--- src/rtl/risc_trace_buffer.sv ---
// risc_trace_buffer: snoops the retired PC/IR stream into a circular buffer,
// freezes a programmable number of samples after a selected opcode retires,
// and exposes the frozen history through a registered read port.
module risc_trace_buffer #(
   parameter int DATA_WIDTH   = 32,
   parameter int OPCODE_WIDTH = 7,
   parameter int DEPTH        = 16,
   parameter int PTR_WIDTH    = 4,
   parameter int POST_COUNT   = 8
) (
   input  logic                    clk,
   input  logic                    rst_n,
   input  logic                    arm,
   input  logic                    trig_en,
   input  logic [OPCODE_WIDTH-1:0] trig_opcode,
   input  logic                    retire_valid,
   input  logic [DATA_WIDTH-1:0]   retire_pc,
   input  logic [DATA_WIDTH-1:0]   retire_ir,
   input  logic [PTR_WIDTH-1:0]    rd_addr,
   output logic [DATA_WIDTH-1:0]   rd_pc,
   output logic [DATA_WIDTH-1:0]   rd_ir,
   output logic [1:0]              state,
   output logic [PTR_WIDTH:0]      count,
   output logic [PTR_WIDTH-1:0]    trig_index,
   output logic                    wrapped,
   output logic                    done
);

   typedef enum logic [1:0] {
      IDLE = 2'd0,
      PRE  = 2'd1,
      POST = 2'd2,
      DONE = 2'd3
   } state_t;

   localparam logic [PTR_WIDTH:0]   FULL      = (PTR_WIDTH+1)'(DEPTH);
   localparam logic [PTR_WIDTH-1:0] POST_INIT = PTR_WIDTH'(POST_COUNT);

   state_t                  state_q, state_d;
   logic [PTR_WIDTH-1:0]    wr_ptr;
   logic [PTR_WIDTH:0]      count_q;
   logic [PTR_WIDTH-1:0]    post_cnt;
   logic [PTR_WIDTH-1:0]    trig_idx_q;
   logic                    wrapped_q;
   logic                    capture;
   logic                    trig_hit;
   logic                    full;
   logic [PTR_WIDTH:0]      count_after;
   logic [PTR_WIDTH-1:0]    rd_phys;
   logic                    rd_hit;

   logic [DATA_WIDTH-1:0]   mem_pc [DEPTH];
   logic [DATA_WIDTH-1:0]   mem_ir [DEPTH];

   assign full        = (count_q == FULL);
   assign count_after = full ? count_q : count_q + (PTR_WIDTH+1)'(1);
   // count==DEPTH truncates to 0 here, which correctly points at wr_ptr (the oldest entry).
   assign rd_phys     = wr_ptr - count_q[PTR_WIDTH-1:0] + rd_addr;
   assign rd_hit      = ({1'b0, rd_addr} < count_q);

   // Next-state and capture/trigger decode; arm overrides everything.
   always_comb begin
      // NOTE: every combinational output gets a default first so no latch is inferred.
      state_d  = state_q;
      capture  = 1'b0;
      trig_hit = 1'b0;
      if (state_q == PRE || state_q == POST) capture = retire_valid && !arm;
      trig_hit = (state_q == PRE) && capture && trig_en &&
                 (retire_ir[31 -: OPCODE_WIDTH] == trig_opcode);
      if (arm) begin
         state_d = PRE;
      end else begin
         case (state_q)
            PRE:     if (trig_hit) state_d = (POST_COUNT == 0) ? DONE : POST;
            POST:    if (capture && post_cnt == PTR_WIDTH'(1)) state_d = DONE;
            default: state_d = state_q;
         endcase
      end
   end

   // State register.
   always_ff @(posedge clk or negedge rst_n) begin
      // NOTE: sequential state uses non-blocking assignments so all registers update together.
      if (!rst_n) state_q <= IDLE;
      else        state_q <= state_d;
   end

   // Write pointer, fill count, wrap flag, post counter and trigger index.
   always_ff @(posedge clk or negedge rst_n) begin
      if (!rst_n) begin
         wr_ptr     <= '0;
         count_q    <= '0;
         wrapped_q  <= 1'b0;
         post_cnt   <= '0;
         trig_idx_q <= '0;
      end else if (arm) begin
         wr_ptr     <= '0;
         count_q    <= '0;
         wrapped_q  <= 1'b0;
         post_cnt   <= '0;
         trig_idx_q <= '0;
      end else if (capture) begin
         wr_ptr  <= wr_ptr + PTR_WIDTH'(1);
         count_q <= count_after;
         if (full) wrapped_q <= 1'b1;
         if (trig_hit) begin
            trig_idx_q <= count_after[PTR_WIDTH-1:0] - PTR_WIDTH'(1);
            post_cnt   <= POST_INIT;
         end else if (state_q == POST) begin
            post_cnt <= post_cnt - PTR_WIDTH'(1);
            // Oldest entry is being overwritten, so the trigger slides one slot toward index 0.
            if (full) trig_idx_q <= trig_idx_q - PTR_WIDTH'(1);
         end
      end
   end

   // Sample storage.
   always_ff @(posedge clk) begin
      // NOTE: storage has no reset; entries beyond count are masked on readout instead.
      if (capture) begin
         mem_pc[wr_ptr] <= retire_pc;
         mem_ir[wr_ptr] <= retire_ir;
      end
   end

   // Registered readout in logical (oldest-first) order; empty slots read as zero.
   always_ff @(posedge clk or negedge rst_n) begin
      if (!rst_n) begin
         rd_pc <= '0;
         rd_ir <= '0;
      end else if (rd_hit) begin
         rd_pc <= mem_pc[rd_phys];
         rd_ir <= mem_ir[rd_phys];
      end else begin
         rd_pc <= '0;
         rd_ir <= '0;
      end
   end

   assign state      = state_q;
   assign count      = count_q;
   assign trig_index = trig_idx_q;
   assign wrapped    = wrapped_q;
   assign done       = (state_q == DONE);

endmodule
--- config.mk ---
export PLATFORM = sky130hd
export DESIGN_NAME = risc_trace_buffer
export DESIGN_NICKNAME = d
export VERILOG_FILES = /design/src/rtl/risc_trace_buffer.sv
export SDC_FILE = /design/constraint.sdc
export NUM_CORES = 1
export LEC_CHECK = 0
export ABC_AREA = 1
export BUFFER_PORTS_ARGS = -buffer_cell sky130_fd_sc_hd__buf_2
export CAP_MARGIN = 40
export CORE_ASPECT_RATIO = 1.1
export CORE_MARGIN = 4
export CORE_UTILIZATION = 40
export CTS_CLUSTER_SIZE = 20
export DETAILED_ROUTE_END_ITERATION = 10
export GPL_TIMING_DRIVEN = 0
export PLACE_DENSITY = 0.56
export SLEW_MARGIN = 10
export SYNTH_ARGS = -nofsm -noshare
export SYNTH_HDL_FRONTEND = slang
export SYNTH_SLANG_ARGS = --single-unit
--- constraint.sdc ---
create_clock -name clk -period 4.2 [get_ports clk]
set_input_delay 0.84 -clock clk [delete_from_list [all_inputs] [get_ports clk]]
set_output_delay 0.84 -clock clk [all_outputs]
set_load 0.05 [all_outputs]
==> impl_results.md <==
- Post-Synth XOR/XNOR Area: 0.00218
- Async set-or-reset flop fraction in the synthesized netlist: 0.0758
- CTS tree: built
- #FFs+latches synth: about 1.1k
- RePlAce Congestion: between 0.7 and 0.8
- Worst-Margin Slew: between 0.8 and 0.9 ns
- Largest family of logic cells by synthesized area: simple AND/OR/NAND/NOR gates
- CP Capture Type: flip-flop
- Post-synth EDFFs: roughly 1k
- Die Span Y: ~360 um
- Compound-Gate Fraction of Synth Area: 0.0944
- Share of cells above drive strength 1: 0.131
- Setup ws final: about 0.16 ns
- Fillers: 9771
- Final #Nets: ~3.9k
- Clock Tree Buf Depth: 3
- Simple-gate share of the synthesized area: 0.109
- Clk_lat worst skew: 0.71 ns
- WL per Instance: 22.7 um
- Dpl hpwl: roughly 80000 um
- GR Util All Layers: 0.205
- Most used DFF post-synth: edfxtp_1
- Final hold viol count: 0
- Worst Path Arrival: about 4.6 ns
- Post-synth cell types: 38
- Endpoints failing setup: 0
- Most frequent cell after synthesis: edfxtp_1
- Die ar.: approximately 0.12 mm^2
- First-pass GRT wire length: ~180000 um
- Setup crit start kind: flip-flop
- Clock Skews: around 0.035 ns
- Total congestion overflow: 0
- Vias in the first global route: 27.7k
- CTS root buffer: clkbuf_16
- Post-synth top area cell: edfxtp_1
- Crit-path max FO: 10
- Initial antenna violation count: 4
- CP required: around 4.8 ns
- First-pass DRT Iterations: 5
- Core area: 0.109 mm^2
- Final instance area: just over 0.05 mm^2
- Setup TNS Final: 0 ns
- WS Path Type: reg -> reg
- Final min period: slightly above 4 ns
- Placed Area: around 0.048 mm^2
- Via Count: about 28k
- H-tree lvl count: 3
- Syn Nets: between 3k and 4k
- Area contributors post-synth: edfxtp_1 69%, nand2_1 6.0%, dfrtp_1 4.7%
- Min-delay worst type: in -> async
- Final critical-path share of the clock period: 0.961
- Mean number of vias per cell: between 5 and 6
- Area growth syn-to-layout: 16.8%
- Max-cap violations: 0
- Synth top area share: 0.695
- Slew HR: 0.421
- Aggregate routed wire length: ~120000 um
- Largest net degree at the start of global routing: 47
- Synth Area in Adders: 0.00644
- Antenna-violating nets left: 0
- Utilization after layout: 0.472
- RSZ-0062 raised after global routing: no
- Post-synthesis mux area share: 0.0148
- IO buf count: about 160
- Starting DRT DRC Count: ~2.5k
- Site Rows: roughly 130
- Fmax: about 0.25 GHz
- DRC Markers: 0
- Ports: 157
- Syn avg cell area: around 13 um^2
- Clock transition at path regs: around 0.060 ns
- Status: completed
- Initial Utilization: 0.404
- Worst slack at placement: -0.496 ns
- Top cells by count, synth: 1024 x edfxtp_1, 713 x nand2_1, 359 x nor2_1, 324 x a21oi_1, 193 x o21ai_0
- Clock sinks: 1108
- Slew Limit Fails: 0
- Mapped cell area: 0.0443 mm^2
- CTS buffer count: 113
- Syn Inst Count: ~3.5k
- Sequential-to-total area share from yosys stat: 0.742
- Yosys warns: 0
- Die Wd: approximately 330 um
## layout by cell type (no fill, tap or decap), types with 2 or more instances in the layout
cell type | netlist | final
nand2_1 | 713 | 713
clkbuf_16 | 0 | 116
o21ai_0 | 193 | 193
buf_12 | 0 | 38
mux2i_1 | 63 | 63
nor2_1 | 359 | 342
inv_16 | 0 | 3
nand3_2 | 2 | 2
fa_1 | 3 | 3
a21oi_1 | 324 | 324
buf_1 | 32 | 31
a22oi_1 | 127 | 127
diode_2 | 0 | 4
xnor2_1 | 6 | 6
mux2_2 | 2 | 2
dfrtp_1 | 84 | 84
buf_6 | 4 | 6
nand3_1 | 143 | 143
ha_1 | 18 | 18
xor2_1 | 5 | 5
nor2_4 | 1 | 18
buf_2 | 92 | 246
inv_1 | 117 | 117
clkinv_2 | 0 | 34
clkinv_1 | 0 | 5
edfxtp_1 | 1024 | 1024
buf_16 | 0 | 8
clkbuf_1 | 78 | 105
o21ai_1 | 16 | 16
clkbuf_8 | 0 | 11
inv_6 | 0 | 2
clkinvlp_4 | 0 | 5
a21o_1 | 64 | 64
clkbuf_2 | 4 | 5
bufinv_16 | 0 | 8
o22ai_1 | 7 | 7
## what timing repair did
action / in CTS / in global routing
buffers inserted: 0 / 0
endpoints found under the setup margin: 4 / 0
gates resized for setup: 0 / 0
hold buffers: 0 / 0
## sequential cells by signal, indices dropped and copies added (netlist names)
signal	cells
count	5
mem_ir	512
mem_pc	512
post_cnt	4
rd_ir	32
rd_pc	32
state	2
trig_index	4
wr_ptr	4
wrapped	1
## path summary, 6_finish.rpt
| check | startpoint | end | slack (ns) | depth (start not counted) |
|---|---|---|---|---|
| max in group asynchronous | rst_n | rd_ir[11] | 3.54 | 2 |
| max | wr_ptr[0] | rd_ir[9] | 0.16 | 13 |
| min in group clk | arm | count[4] | 0.42 | 2 |
| min | rst_n | rd_pc[9] | 0.06 | 1 |
| max reg2reg | wr_ptr[0] | rd_ir[9] | 0.16 | 13 |
| min reg2reg | trig_index[1] | trig_index[1] | 0.51 | 2 |
## routing by layer
layer / global-route usage / wire length [um]
met1: 0.271 / 51000
met5: 0 / 0
met2: 0.360 / 60900
met4: 0.0573 / 2740
met3: 0.0251 / 6220
## metrics by stage
step	cells	hold WS, ns
6_report	5334	0.0625
5_1_grt	5330	0.0824
4_1_cts	5330	0.0561
3_5_place_dp	5116	0.492
3_3_place_gp	5068	0.491
2_1_floorplan	3494	0.508
## worst max-delay path: stages, from the launching register on
cell and delay (ns):
dfrtp_1 0.40, inv_1 0.12, ha_1 0.29, inv_1 0.04, ha_1 0.20, fa_1 0.76, buf_2 0.50, buf_1 0.58
nand3_1 0.17, a21oi_1 0.21, a21o_1 0.12, inv_1 0.04, o21ai_0 0.36, nor2_1 0.08
## cell type report
type | count | area, um^2 | share of cell area
plain buffers | 210 | 943 | 0.0182
well taps | 1419 | 1780 | 0.0343
inverters | 118 | 443 | 0.00856
clock buffers | 155 | 3160 | 0.0611
repair buffers | 203 | 1790 | 0.0346
diodes | 4 | 10.0 | 0.000194
flip-flops and latches | 1108 | 32900 | 0.635
multi-input cells | 2057 | 10200 | 0.196
clock inverters | 60 | 599 | 0.0116
## cell families (layout without fill, tap and decap cells)
| kind of cell | count (synthesis) | after routing |
|---|---|---|
| other | 0 | 4 |
| XOR/XNOR | 11 | 11 |
| multiplexers | 65 | 65 |
| AO/OA/AOI/OAI | 735 | 735 |
| buffers and inverters | 329 | 746 |
| AND/OR/NAND/NOR | 1225 | 1225 |
| flip-flops | 1108 | 1108 |
| adder cells (fa/ha/maj) | 21 | 21 |
Power is left out: the tool's default activity adds up to more than one toggle a clock period on the data nets, which glitch-free logic cannot reach.
